[config.mk]
export PLATFORM = sky130hd
export DESIGN_NAME = pbus_cmd_engine
export DESIGN_NICKNAME = d
export VERILOG_FILES = /design/src/rtl/pbus_pkg.sv /design/src/rtl/pbus_stream_fifo.sv /design/src/rtl/pbus_cmd_engine.sv
export SDC_FILE = /design/constraint.sdc
export NUM_CORES = 1
export LEC_CHECK = 0
export ABC_CLOCK_PERIOD_IN_PS = 2800
export CAP_MARGIN = 15
export CORE_ASPECT_RATIO = 1.4
export CORE_MARGIN = 3
export CORE_UTILIZATION = 34
export DETAILED_ROUTE_END_ITERATION = 16
export GPL_TIMING_DRIVEN = 0
export HOLD_SLACK_MARGIN = 0.1
export MAX_ROUTING_LAYER = met4
export PLACE_DENSITY = 0.65
export SETUP_SLACK_MARGIN = 0.15
export SYNTH_ARGS = -nofsm -noshare
export SYNTH_HDL_FRONTEND = slang
export SYNTH_SLANG_ARGS = --single-unit
[constraint.sdc]
create_clock -name clk -period 2.8 [get_ports clk]
set_input_delay 0.42 -clock clk [delete_from_list [all_inputs] [get_ports clk]]
set_output_delay 0.42 -clock clk [all_outputs]
set_load 0.01 [all_outputs]
[src/rtl/pbus_pkg.sv]
// Shared opcodes, FSM state encoding and status-byte packing for the
// byte-serial register/stream command engine.
package pbus_pkg;

    localparam logic [7:0] OP_WRITE  = 8'h02;
    localparam logic [7:0] OP_READ   = 8'h03;
    localparam logic [7:0] OP_STATUS = 8'h05;
    localparam logic [7:0] OP_STREAM = 8'h80;

    typedef enum logic [2:0] {
        ST_CMD,
        ST_ADDR,
        ST_WDATA,
        ST_RDATA,
        ST_STREAM,
        ST_DROP
    } state_t;

    function automatic logic [7:0] status_byte(input logic ovf, input logic full,
                                               input logic empty, input logic [3:0] lvl);
        return {ovf, full, empty, 1'b0, lvl};
    endfunction

endpackage

[src/rtl/pbus_stream_fifo.sv]
// Byte-wide synchronous FIFO for the stream path; a push while full is
// accepted only when a pop completes in the same cycle.
module pbus_stream_fifo #(
    parameter int DEPTH = 4
) (
    input  logic                     clk,
    input  logic                     rst_n,
    input  logic                     push,
    input  logic [7:0]               push_data,
    input  logic                     pop,
    output logic [7:0]               pop_data,
    output logic                     full,
    output logic                     empty,
    output logic [$clog2(DEPTH):0]   level
);
    localparam int AW = $clog2(DEPTH);

    logic [7:0]    mem [DEPTH];
    logic [AW-1:0] wr_ptr;
    logic [AW-1:0] rd_ptr;
    logic [AW:0]   count;
    logic          push_ok;
    logic          pop_ok;

    assign full     = (count == (AW+1)'(DEPTH));
    assign empty    = (count == '0);
    assign pop_ok   = pop && !empty;
    assign push_ok  = push && (!full || pop_ok);
    assign pop_data = mem[rd_ptr];
    assign level    = count;

    always_ff @(posedge clk or negedge rst_n) begin
        if (!rst_n) begin
            wr_ptr <= '0;
            rd_ptr <= '0;
            count  <= '0;
        end else begin
            if (push_ok) wr_ptr <= wr_ptr + AW'(1);
            if (pop_ok)  rd_ptr <= rd_ptr + AW'(1);
            case ({push_ok, pop_ok})
                2'b10:   count <= count + (AW+1)'(1);
                2'b01:   count <= count - (AW+1)'(1);
                default: ;
            endcase
        end
    end

    always_ff @(posedge clk) begin
        if (push_ok) mem[wr_ptr] <= push_data;
    end

endmodule

[src/rtl/pbus_cmd_engine.sv]
// Byte-serial command engine: decodes framed commands into register-file
// strobes, streams read-back bytes in bursts, and feeds a stream FIFO.
//
//   state     | meaning
//   ----------+--------------------------------------------------------
//   ST_CMD    | waiting for an opcode byte
//   ST_ADDR   | next byte is the register address (WRITE or READ)
//   ST_WDATA  | collecting write bytes, little-endian
//   ST_RDATA  | driving read-back bytes (register burst or status)
//   ST_STREAM | next byte goes to the stream FIFO
//   ST_DROP   | unknown opcode, ignore bytes until the frame ends
module pbus_cmd_engine
    import pbus_pkg::*;
#(
    parameter int ADDR_W     = 8,
    parameter int DATA_BYTES = 1,
    parameter int FIFO_DEPTH = 4
) (
    input  logic                    clk,
    input  logic                    rst_n,
    input  logic                    ena,
    input  logic                    cs_n,
    input  logic [7:0]              din,
    output logic [7:0]              dout,
    output logic                    dout_valid,
    output logic [ADDR_W-1:0]       reg_addr,
    output logic [8*DATA_BYTES-1:0] reg_wdata,
    output logic                    reg_we,
    output logic                    reg_re,
    input  logic [8*DATA_BYTES-1:0] reg_rdata,
    output logic [7:0]              strm_data,
    output logic                    strm_valid,
    input  logic                    strm_ready,
    output logic                    overflow
);
    localparam int            DW   = 8 * DATA_BYTES;
    localparam int            IW   = (DATA_BYTES > 1) ? $clog2(DATA_BYTES) : 1;
    localparam int            LW   = $clog2(FIFO_DEPTH) + 1;
    localparam logic [IW-1:0] LAST = IW'(DATA_BYTES - 1);

    logic [1:0]    rst_sync;
    logic          run;
    state_t        state;
    state_t        state_nxt;
    logic          accept;
    logic          wr_last;
    logic          rd_load;
    logic          op_read;
    logic          rd_status;
    logic          first;
    logic [IW-1:0] wcnt;
    logic [IW-1:0] byte_idx;
    logic [IW-1:0] cur_idx;
    logic [DW-1:0] wbuf;
    logic [DW-1:0] wword;
    logic [DW-1:0] word;
    logic [DW-1:0] src_word;
    logic [7:0]    rd_byte;
    logic          push;
    logic          pop;
    logic          drop;
    logic          fifo_full;
    logic          fifo_empty;
    logic [LW-1:0] fifo_level;
    logic [3:0]    lvl4;

    // Reset asserts asynchronously; byte acceptance resumes two clocks after release.
    always_ff @(posedge clk or negedge rst_n) begin
        if (!rst_n) rst_sync <= '0;
        else        rst_sync <= {rst_sync[0], 1'b1};
    end
    assign run = rst_sync[1];

    assign accept     = run && ena && !cs_n;
    assign push       = (state == ST_STREAM) && accept;
    assign strm_valid = !fifo_empty;
    assign pop        = strm_valid && strm_ready;
    assign drop       = push && fifo_full && !pop;
    assign lvl4       = 4'(fifo_level);

    always_ff @(posedge clk or negedge rst_n) begin
        if (!rst_n)   state <= ST_CMD;
        else if (!run) state <= ST_CMD;
        else          state <= state_nxt;
    end

    always_comb begin
        state_nxt = state;
        if (cs_n) begin
            state_nxt = ST_CMD;
        end else if (accept) begin
            case (state)
                ST_CMD: begin
                    case (din)
                        OP_WRITE, OP_READ: state_nxt = ST_ADDR;
                        OP_STREAM:         state_nxt = ST_STREAM;
                        OP_STATUS:         state_nxt = ST_RDATA;
                        default:           state_nxt = ST_DROP;
                    endcase
                end
                ST_ADDR:   state_nxt = op_read ? ST_RDATA : ST_WDATA;
                ST_WDATA:  if (wcnt == LAST) state_nxt = ST_CMD;
                ST_STREAM: state_nxt = ST_CMD;
                default:   ;
            endcase
        end
    end

    // The first read-back byte loads unconditionally in the strobe cycle; later ones per accepted byte.
    always_comb begin
        wr_last  = (state == ST_WDATA) && accept && (wcnt == LAST);
        rd_load  = run && !cs_n && (state == ST_RDATA) && (first || ena);
        cur_idx  = reg_re ? '0 : byte_idx;
        src_word = reg_re ? reg_rdata : word;
        rd_byte  = rd_status ? status_byte(overflow, fifo_full, fifo_empty, lvl4)
                             : src_word[{cur_idx, 3'b000} +: 8];
        wword    = wbuf;
        wword[{wcnt, 3'b000} +: 8] = din;
    end

    always_ff @(posedge clk or negedge rst_n) begin
        if (!rst_n) begin
            dout       <= '0;
            dout_valid <= 1'b0;
            reg_addr   <= '0;
            reg_wdata  <= '0;
            reg_we     <= 1'b0;
            reg_re     <= 1'b0;
            overflow   <= 1'b0;
            op_read    <= 1'b0;
            rd_status  <= 1'b0;
            first      <= 1'b0;
            wcnt       <= '0;
            byte_idx   <= '0;
            wbuf       <= '0;
            word       <= '0;
        end else begin
            reg_we <= 1'b0;
            reg_re <= 1'b0;
            if (cs_n) dout_valid <= 1'b0;
            if (accept) begin
                case (state)
                    ST_CMD: begin
                        op_read   <= (din == OP_READ);
                        rd_status <= (din == OP_STATUS);
                        first     <= 1'b1;
                        wcnt      <= '0;
                    end
                    ST_ADDR: begin
                        reg_addr <= din[ADDR_W-1:0];
                        reg_re   <= op_read;
                    end
                    ST_WDATA: begin
                        wbuf <= wword;
                        wcnt <= wr_last ? '0 : wcnt + IW'(1);
                        if (wr_last) begin
                            reg_wdata <= wword;
                            reg_we    <= 1'b1;
                        end
                    end
                    default: ;
                endcase
            end
            if (reg_re) word <= reg_rdata;
            if (rd_load) begin
                dout       <= rd_byte;
                dout_valid <= 1'b1;
                first      <= 1'b0;
                byte_idx   <= (cur_idx == LAST) ? '0 : cur_idx + IW'(1);
                if (!rd_status && (cur_idx == LAST)) begin
                    reg_re   <= 1'b1;
                    reg_addr <= reg_addr + ADDR_W'(1);
                end
            end else if (reg_re) begin
                byte_idx <= '0;
            end
            if (drop)                       overflow <= 1'b1;
            else if (rd_load && rd_status)  overflow <= 1'b0;
        end
    end

    pbus_stream_fifo #(
        .DEPTH (FIFO_DEPTH)
    ) u_fifo (
        .clk       (clk),
        .rst_n     (rst_n),
        .push      (push),
        .push_data (din),
        .pop       (pop),
        .pop_data  (strm_data),
        .full      (fifo_full),
        .empty     (fifo_empty),
        .level     (fifo_level)
    );

endmodule

==> results.yml <==
global_routing:
  grt_antenna_before_repair: 0
  gr-usage-all-layers_pct: 14.1
  overflow: 0
  grt_start_max_net_pins: 29
  grt_first_pass_wirelength_mm: 12.7
  via_count_of_the_first_global_routing_pass: 2479
clocking:
  cts_made_buffers: 9
  root_buf_cell: "sky130_fd_sc_hd__clkbuf_16"
  clkSinkCount: 85
  clkSlewWorstSetupHoldPaths_ns: 0.06
  post-cts-setup-buffer-count: 0
  source_to_sink_clock_delay_at_the_later_pin_of_the_worst_skew_pair_ns: 0.34
  cts_hold_repair.buffers: 0
  clock_tree.htree_level_count: 3
  tritoncts: "built"
  clock_path_buffers: 2
yosys:
  postSynth.asyncResetShare_pct: 62.4
  synth-edff-count: 32
  synth-warning-count: 0
  yosysUniqueCellTypes: 51
  synth_seq_area_share_pct: 62.8
  syn_area_sq_um: 3640
  synth-seq-cells: 85
  synth-main-ff-cell: "sky130_fd_sc_hd__dfrtp_1"
  mappedNetlistNets: 303
  syn_area_per_cell_sq_um: 13.2
  netlist_instances: 276
place:
  io_buffer_count: 57
  gpl.final_weighted_congestion: 0.779
  place.detailed.hpwl_mm: 5.53
  placed_cell_area_sq_um: 4400
timing:
  final_min_period_ns: 2.49
  timing.max_slew.rel_slack_pct: 59.5
  max_slew.worst_pin.slew_ns: 0.607
  slew_violations: 0
  setup_viol: 0
  fin_worst_skew_ns: 0.00511
  upper_clock_frequency_limit_mhz: 402
  final.period_utilization_pct: 88.9
  report.final.hold_viol_count: 0
  setup_total_neg_slack_ns: 0
  grt_setup_unrepaired: "no"
setup_path:
  worst_setup_path_start_kind: "input pin"
  cp_num_buf_inv: 2
  r2r-start: "state[0]"
  path_delay_family: "simple AND/OR/NAND/NOR gates"
  path_class: "input pin to flip-flop"
  endpoint_kind: "flip-flop"
  critPathSlowestCell: "sky130_fd_sc_hd__clkdlybuf4s50_1"
  crit_chain: "clkdlybuf4s50_1, nor3b_2, and3_1, buf_2, nor2_1, fa_1, nor4b_2, a311oi_1, a221oi_1"
  crit_path_start: "ena"
  reg2reg_slack_ns: 0.39
  worstPathArrival_ns: 2.72
  worst_ep_required_time_ns: 3.03
  timing.critical_path.fanout_max: 8
  crit_path_max_incr_delay_ns: 0.53
pwr:
  power.leakage_nw: 1.91
  worst_ir_drop_vdd_v: 0.000406
  fin_total_pwr_w: 0.00367
  power_density_nw_per_um2: 771
detailed_routing:
  post_drt_via_cell_ratio: 4.88
  via_count: 2382
  route.detailed.wl_per_inst_microns: 15.9
  drt_first_pass_iters: 4
  detail_route.drc_violations: 0
  drt_wl_total_mm: 7.75
  postRouteAntennaNets: 0
  dr.first_iter.drc_count: 136
cells_and_area:
  area_growth_syn_to_layout_pct: 30.7
  layout_commonest_cell: "sky130_fd_sc_hd__clkdlybuf4s50_1"
  layout-drive-gt1-share_pct: 15.7
  final_cell_area_sq_um: 4760
  nFillCells: 946
  final_nets: 372
  most-common-layout-cells: "sky130_fd_sc_hd__clkdlybuf4s50_1, sky130_fd_sc_hd__dfrtp_1, sky130_fd_sc_hd__edfxtp_1, sky130_fd_sc_hd__nor2_1, sky130_fd_sc_hd__nand2_1"
  antennaDiodeCount: 0
run_status:
  status: "completed"
floorplan:
  row_count: 44
  die_h_microns: 128
  floorplan.initialDensity_pct: 35.0
  dieArea_sq_um: 12000
  die_w_microns: 93.5
  floorplan.io_pins: 58
  core_region_area_sq_um: 10400
worst_hold_path:
  min_path_type: "input pin to asynchronous set/reset pin"
flow_run:
  number_of_maximum_capacitance_constraint_violations: 0
[final cells by class]
cell class              instances  area [sq um]  share of cell area (%)
well taps                     138           173                    3.63
clock buffers                  10           229                    4.81
inverters                      11          41.3                   0.868
repair buffers                 58           586                    12.3
clock inverters                 6           113                    2.37
flip-flops and latches         85          2290                    48.1
plain buffers                  15          68.8                    1.45
multi-input cells             165          1260                    26.5
[layer usage]
layer	global-route usage [%]	share of wire, %	vias up
met5	-	0	-
met4	6.73	1.5	0
met3	2.51	4.1	9
met2	22.7	51	51
met1	17.3	43	1173
li1	-	-	1149
[cells in the mapped netlist (5+ instances only)]
| master | instances | area [sq um] |
|---|---|---|
| sky130_fd_sc_hd__dfrtp_1 | 53 | 1330 |
| sky130_fd_sc_hd__edfxtp_1 | 32 | 961 |
| sky130_fd_sc_hd__nor2_1 | 22 | 82.6 |
| sky130_fd_sc_hd__nand2_1 | 21 | 78.8 |
| sky130_fd_sc_hd__mux2_2 | 17 | 191 |
| sky130_fd_sc_hd__inv_1 | 11 | 41.3 |
| sky130_fd_sc_hd__nand3_1 | 9 | 45.0 |
| sky130_fd_sc_hd__clkbuf_1 | 8 | 30.0 |
| sky130_fd_sc_hd__mux4_2 | 8 | 180 |
| sky130_fd_sc_hd__o21ai_0 | 8 | 40.0 |
| sky130_fd_sc_hd__a21oi_1 | 6 | 30.0 |
| sky130_fd_sc_hd__a221oi_1 | 6 | 52.6 |
| sky130_fd_sc_hd__and2_1 | 5 | 31.3 |
| sky130_fd_sc_hd__buf_2 | 5 | 25.0 |
| sky130_fd_sc_hd__ha_1 | 5 | 62.6 |
| sky130_fd_sc_hd__nor2b_1 | 5 | 31.3 |
[registers in the layout (all words and copies together), names as in the netlist, 3 cells and up]
signal and cells:
dout 8, reg_addr 8, reg_wdata 8, state 3, u_fifo.level 3, u_fifo.mem 32, word 8
[power by group]
group | switching (W) | internal [W]
Clock | 0.000477 | 0.000871
Combinational | 0.000367 | 0.000448
Sequential | 0.000108 | 0.00140
[worst reg2reg max path, cell delays in order, from the launching register on]
cell	delay (ns)
sky130_fd_sc_hd__dfrtp_1	0.36
sky130_fd_sc_hd__clkbuf_1	0.17
sky130_fd_sc_hd__nor3b_2	0.22
sky130_fd_sc_hd__and3_1	0.21
sky130_fd_sc_hd__buf_2	0.22
sky130_fd_sc_hd__nor2_1	0.09
sky130_fd_sc_hd__fa_1	0.43
sky130_fd_sc_hd__nor4b_2	0.28
sky130_fd_sc_hd__a311oi_1	0.09
sky130_fd_sc_hd__a221oi_1	0.23
[cells by family after synthesis]
family	after synthesis	share of synthesized area (%)
DFF	85	62.8
adders and majority gates	6	2.27
buffers and inverters	26	2.96
and+or+nand+nor	84	11.7
xor gates and xnor gates	5	1.20
muxes	26	10.5
other	1	0.103
AOI/OAI and AO/OA	43	8.49
[timing repair]
item                       CTS  global route
setup endpoints to repair    9             2
hold endpoints to repair     0             0
pin swaps                    0             1
gates resized for setup      2             3
[final timing paths]
check | end | cells after the start
max | u_fifo.level[2] | 9
min | dout[7] | 1
max reg2reg | u_fifo.level[2] | 9
min reg2reg | rst_sync[1] | 0
max in group asynchronous | state[1] | 2
min in group clk | rst_sync[1] | 0
[metrics by stage]
step                      worst slack, ns  util (%)  hold slack [ns]  std cells
after floorplan                     0.565         -            0.124        276
after global placement             -0.409      42.1            0.332        471
after detailed placement           -0.246      42.3            0.336        472
after CTS                           0.159      45.6            0.108        488
after global routing                0.187      45.7            0.138        488
final                               0.310      45.7           0.0867        488
Note: power is estimated with default switching activity, not from simulation.
